## src/rtl/hv_unary_decoder.sv

```systemverilog
// hv_unary_decoder: per-lane ones counter that turns a stream of unary
// (thermometer-coded) hypervector beats back into binary lane levels.
// One count vector per FRAME_LEN beats is presented over valid/ready, with
// the result register separate from the accumulators so the next frame
// can be collected while the previous result waits for the consumer.
module hv_unary_decoder #(
    parameter int DIM       = 64,
    parameter int FRAME_LEN = 144,
    parameter int CNT_W     = 8
) (
    input  logic                 clk,
    input  logic                 rst,
    input  logic                 clr,
    input  logic [DIM-1:0]       hv_in,
    input  logic                 hv_valid,
    output logic                 hv_ready,
    output logic [DIM*CNT_W-1:0] cnt_out,
    output logic [DIM-1:0]       maj_out,
    output logic                 out_valid,
    input  logic                 out_ready,
    output logic [CNT_W-1:0]     beat_idx
);

    // The accumulators must hold a full frame of ones without wrapping.
    if ((2 ** CNT_W) <= FRAME_LEN) begin : g_cnt_w_check
        $error("hv_unary_decoder: CNT_W too small, need 2**CNT_W > FRAME_LEN");
    end

    localparam logic [CNT_W-1:0] LAST_IDX = CNT_W'(FRAME_LEN - 1);
    localparam logic [CNT_W-1:0] HALF     = CNT_W'(FRAME_LEN / 2);

    // EMPTY: no result held; FULL: cnt_out/maj_out hold an unconsumed frame.
    typedef enum logic {
        EMPTY = 1'b0,
        FULL  = 1'b1
    } state_t;

    state_t           state_q, state_d;
    logic [CNT_W-1:0] beat_idx_q, beat_idx_d;

    logic last_beat;
    logic accept;
    logic complete;
    logic consume;

    // Handshake qualifiers. Only the final beat of a frame can stall, and only
    // while the held result has not been taken; clr wins over any accept.
    assign last_beat = (beat_idx_q == LAST_IDX);
    assign out_valid = (state_q == FULL);
    assign hv_ready  = !(last_beat && out_valid && !out_ready);
    assign accept    = hv_valid && hv_ready && !clr;
    assign complete  = accept && last_beat;
    assign consume   = out_valid && out_ready;
    assign beat_idx  = beat_idx_q;

    // Next-state logic: a completing frame refills the output even when the
    // old result is consumed on the same edge.
    always_comb begin
        state_d = state_q;
        if (complete) begin
            state_d = FULL;
        end else if (consume) begin
            state_d = EMPTY;
        end
    end

    // Beat position within the frame; wraps on completion, clears on abort.
    always_comb begin
        beat_idx_d = beat_idx_q;
        if (clr || complete) begin
            beat_idx_d = '0;
        end else if (accept) begin
            beat_idx_d = beat_idx_q + 1'b1;
        end
    end

    // Control registers.
    always_ff @(posedge clk or posedge rst) begin
        if (rst) begin
            state_q    <= EMPTY;
            beat_idx_q <= '0;
        end else begin
            state_q    <= state_d;
            beat_idx_q <= beat_idx_d;
        end
    end

    for (genvar gi = 0; gi < DIM; gi++) begin : g_lane
        logic [CNT_W-1:0] acc_q, acc_d;
        logic [CNT_W-1:0] cnt_q, cnt_d;
        logic             maj_q, maj_d;
        logic [CNT_W-1:0] sum;

        // Lane update: the final beat's bit is folded straight into the
        // result so the count is ready one cycle after the last beat.
        always_comb begin
            sum   = acc_q + CNT_W'(hv_in[gi]);
            acc_d = acc_q;
            cnt_d = cnt_q;
            maj_d = maj_q;
            if (clr) begin
                acc_d = '0;
            end else if (complete) begin
                acc_d = '0;
                cnt_d = sum;
                maj_d = (sum > HALF);
            end else if (accept) begin
                acc_d = sum;
            end
        end

        // Lane accumulator and held result.
        always_ff @(posedge clk or posedge rst) begin
            if (rst) begin
                acc_q <= '0;
                cnt_q <= '0;
                maj_q <= 1'b0;
            end else begin
                acc_q <= acc_d;
                cnt_q <= cnt_d;
                maj_q <= maj_d;
            end
        end

        assign cnt_out[gi*CNT_W +: CNT_W] = cnt_q;
        assign maj_out[gi]                = maj_q;
    end

endmodule

```

## config.mk

```make
export PLATFORM = sky130hd
export DESIGN_NAME = hv_unary_decoder
export DESIGN_NICKNAME = d
export VERILOG_FILES = /design/src/rtl/hv_unary_decoder.sv
export SDC_FILE = /design/constraint.sdc
export NUM_CORES = 2
export LEC_CHECK = 0
export ABC_AREA = 1
export CAP_MARGIN = 40
export CORE_MARGIN = 2
export CORE_UTILIZATION = 51
export CTS_CLUSTER_DIAMETER = 150
export DETAILED_ROUTE_END_ITERATION = 8
export PLACE_DENSITY = 0.77
export SYNTH_ARGS = -nofsm -noshare
export SYNTH_HDL_FRONTEND = slang
export SYNTH_SLANG_ARGS = --single-unit
```

## constraint.sdc

```tcl
create_clock -name clk -period 35.3 [get_ports clk]
set_clock_uncertainty 0.05 [all_clocks]
set_input_delay 5.295 -clock clk [delete_from_list [all_inputs] [get_ports clk]]
set_output_delay 5.295 -clock clk [all_outputs]
set_load 0.02 [all_outputs]
```

# Word level (Yosys, flattened, before mapping)
# Index checks and enable logic that the tools add are counted.
# totals
reg_bits	1097
inputBits	69
out_inout_bits	586
wordCells	535
# classes
add_sub_neg	65
n_lt_le_gt_ge	64
eq_ne	1
muxes	196
bitwise	1
n_reduce_logical	14
# ops
op	n
$mux 8	194
$add 8x1->8	64
$gt 8x7->1 const B	64
$add 8x1->8 const B	1
$eq 8x8->1 const B	1
$logic_and 1x1->1	6
$reduce_bool 2->1	2
$logic_not 1->1	3
$reduce_bool 3->1	1
$mux 1	2
$reduce_and 2->1	1
$logic_or 1x1->1	1
$not 1->1	1

# Depth between registers and ports, before layout
# logic_depth
word_depth	9
depth_mapped	11
depth_no_buf	10

# Worst setup path after synthesis
# No wires, ideal clock.
# synth_timing
path_type	input to output
start	input out_ready
end	output hv_ready
t_arrival_ns	5.631
t_required_ns	29.955
slack_ns	24.324
stages	4
path_buffers	0
path_cell_list	inv_1 > nand2_1 > inv_1 > nand2_1
# synth_via
elab_chain_len	3
# synth_rtl
element	line	text
start, declared	20	input logic out_ready,
$logic_not 1->1	50	assign hv_ready = !(last_beat && out_valid && !out_ready);
$logic_and 1x1->1	50	
$logic_not 1->1	50	
end, declared	16	output logic hv_ready,
# No other way between the ends.

# Worst setup path in the final report
# Ends and elaborated chain as after synthesis.

==> flow_summary.ini <==
[grt]
grt_pass1_vias = 43340
track_usage_pct = 27.36
grt_use_met1_pct = 34.80
antenna_found_initial = 2
gr-total-overflow = 0
grt_pass1_wl_um = 229500
met3_usage_pct = 5.174
met2_usage_pct = 44.75
busiest_layer = met2
grt_max_degree = 235

[yosys]
ys_warn_count = 0
ys_seq_area_share_pct = 53.12
ys_types = 25
synth_fp_nets = 6493
synth-edff-count = 0
synth_mux_area_share_pct = 0.01937
syn_area_per_cell_um2 = 8.209
synth-compound-area-share_pct = 8.997
synth.area.top_cells = dfrtp_1 53%, nand2_1 15%, nand3_1 5.7%
synth_cells = 6295
synth_top_area_share_pct = 53.12
ys.flop_type = dfrtp_1
ys_ff_latch = 1097
synthArstFlopShare_pct = 100.0
synth_top_family_by_area = simple AND/OR/NAND/NOR gates
synth_xor_area_share_pct = 2.152
synthesis.area_mm2 = 0.05168
synthSimpleGateAreaFrac_pct = 24.79
yosysTopAreaCell = dfrtp_1
synth_fa_ha_area_share_pct = 3.123

[timing]
fmax_mhz = 82.39
fin_crit_ns = 12.14
rsz0062_at_grt = no
relSlewSlack_pct = 21.67
worst_pin_slew_ns = 1.175
setup_viol = 0
report.final.slew_viol_count = 0
setup_tns_ns = 0
period_share_pct = 34.38
hold_viol = 0

[worst_setup_path]
crit_type = in2out
cp.arrival_ns = 6.79
crit_fanout = 4
setup.worst_path.start_class = input port
cp-end-kind = output pin
worstPathRequired_ns = 29.95

[run_status]
status = complete, no violations

[clock_tree]
hold_buffers = 0
cts-htree-levels = 3
cts_setup_buffers = 0
cts.sinks = 1097
clk_latency_ns = 0.69
numCtsBuffers = 112
clock_path_buffers = 3
cts_resized = 0
path_clk_slew_ns = 0.06
cts_tree = yes
root_buffer = clkbuf_16

[detailed_routing]
avgRoutedWirePerCell_um = 17.42
firstDrtPassIters = 7
drc = 0
routed-via-count = 44260
ant_nets = 0
drt_iter0_drc = 3454
totalWireLength_um = 143300
via_per_inst = 5.382

[die]
core_area_mm2 = 0.1003
rows = 116
start_util_pct = 51.53
io_pins = 655
die-area_mm2 = 0.1039
die-width_um = 322.3
dieHeight_um = 322.3

[pwr]
power.density_mw_per_mm2 = 42.25
ir_drop_mv = 0.03842
swShare_pct = 22.66
switching_power_uw = 602.0
p_int_uw = 2055
seqPwrFrac_pct = 47.9
p_comb_share_pct = 4.4
leakagePower_uw = 0.02951
power.share.clock_pct = 47.6

[final_layout]
utilization_pct = 62.70
drive_gt1_share_pct = 3.670
layout.nets = 6971
final_cell_mix = 2055 x nand2_1, 1097 x dfrtp_1, 654 x clkdlybuf4s50_1, 591 x nand3_1, 581 x inv_1
layout_commonest_cell = nand2_1
area_growth_pct = 21.67

[placed_design]
portBuffers = 654
dp_hpwl_um = 95750
gp_congestion = 0.8445

[min_path]
hold_class = reg2reg

[flow_run]
cap_violations = 0
-- final timing paths --
| path | startpoint | to | slack (ns) | depth (start not counted) |
|---|---|---|---|---|
| max | out_ready | hv_ready | 23.16 | 6 |
| min reg2reg | g_lane[47].cnt_q[6]$_DFFE_PP0P_ | g_lane[47].cnt_q[6]$_DFFE_PP0P_ | 0.43 | 2 |
| min | g_lane[47].cnt_q[6]$_DFFE_PP0P_ | g_lane[47].cnt_q[6]$_DFFE_PP0P_ | 0.43 | 2 |
| max reg2reg | beat_idx[1]$_DFFE_PP0P_ | g_lane[46].maj_q$_DFFE_PP0P_ | 31.33 | 12 |
| max in group asynchronous | rst | g_lane[59].acc_q[1]$_DFFE_PP0P_ | 26.64 | 7 |
| min in group asynchronous | rst | g_lane[22].cnt_q[0]$_DFFE_PP0P_ | 5.03 | 2 |
-- synthesized netlist by cell type (106+ instances only) --
master / n
o21ai_1: 363
buf_2: 189
dfrtp_1: 1097
nor2_1: 367
xor2_1: 106
ha_1: 129
nand3_1: 591
o21ai_0: 337
o22ai_1: 170
nand2_1: 2055
inv_1: 583
-- critical path: stages --
cell and delay (ns):
clkdlybuf4s50_1 0.45, inv_1 0.04, nand2_1 0.14, inv_1 0.05, nand2_1 0.17, clkdlybuf4s50_1 0.64
-- registers in the layout (all words and copies together), names as in the netlist --
name	count
g_lane.acc_q	512
g_lane.cnt_q	512
g_lane.maj_q	64
beat_idx	8
out_valid	1
-- power groups by stage --
stage	Sequential [uW]	Clock, uW	Combinational [uW]
final	1270	1270	118
after CTS	1270	1280	120
after global placement	1300	0	111
after detailed placement	1300	0	119
after floorplan	1300	0	74.7
after global routing	1270	1340	133
-- cells by family after synthesis --
group	after synthesis
buf+inv	930
flops	1097
compound gates	881
mux	1
simple gates	3130
xor+xnor	127
fa+ha+maj	129
-- routing by layer --
metal | vias to the layer above | routed length, um
li1 | 21190 | -
met3 | 339 | 9328
met2 | 1408 | 67870
met4 | 2 | 7211
met1 | 21320 | 58840
met5 | - | 15
-- stage by stage --
| step | cells | cell area (um2) | total power [uW] | worst slack [ns] | hold slack, ns |
|---|---|---|---|---|---|
| final | 8224 | 62880 | 2657 | 23.16 | 0.4254 |
| after global routing | 8223 | 62880 | 2746 | 23.09 | 0.4485 |
| after CTS | 8223 | 62880 | 2677 | 23.16 | 0.4302 |
| after detailed placement | 8016 | 58950 | 1415 | 23.16 | 0.4139 |
| after global placement | 7999 | 58480 | 1407 | 23.14 | 0.4136 |
| after floorplan | 6295 | 51680 | 1373 | 14.82 | 0.4253 |
-- final cells by class --
type	instances	area, um2
inverter	587	2220
sequential	1097	27450
antenna	1	2.502
fill	8292	37410
clock buffer	155	3238
clock inverter	52	690.7
tap	1357	1698
timing repair buffer	707	7347
multi-input combinational	4268	20230
No activity file was read; power rests on OpenSTA's default activity.
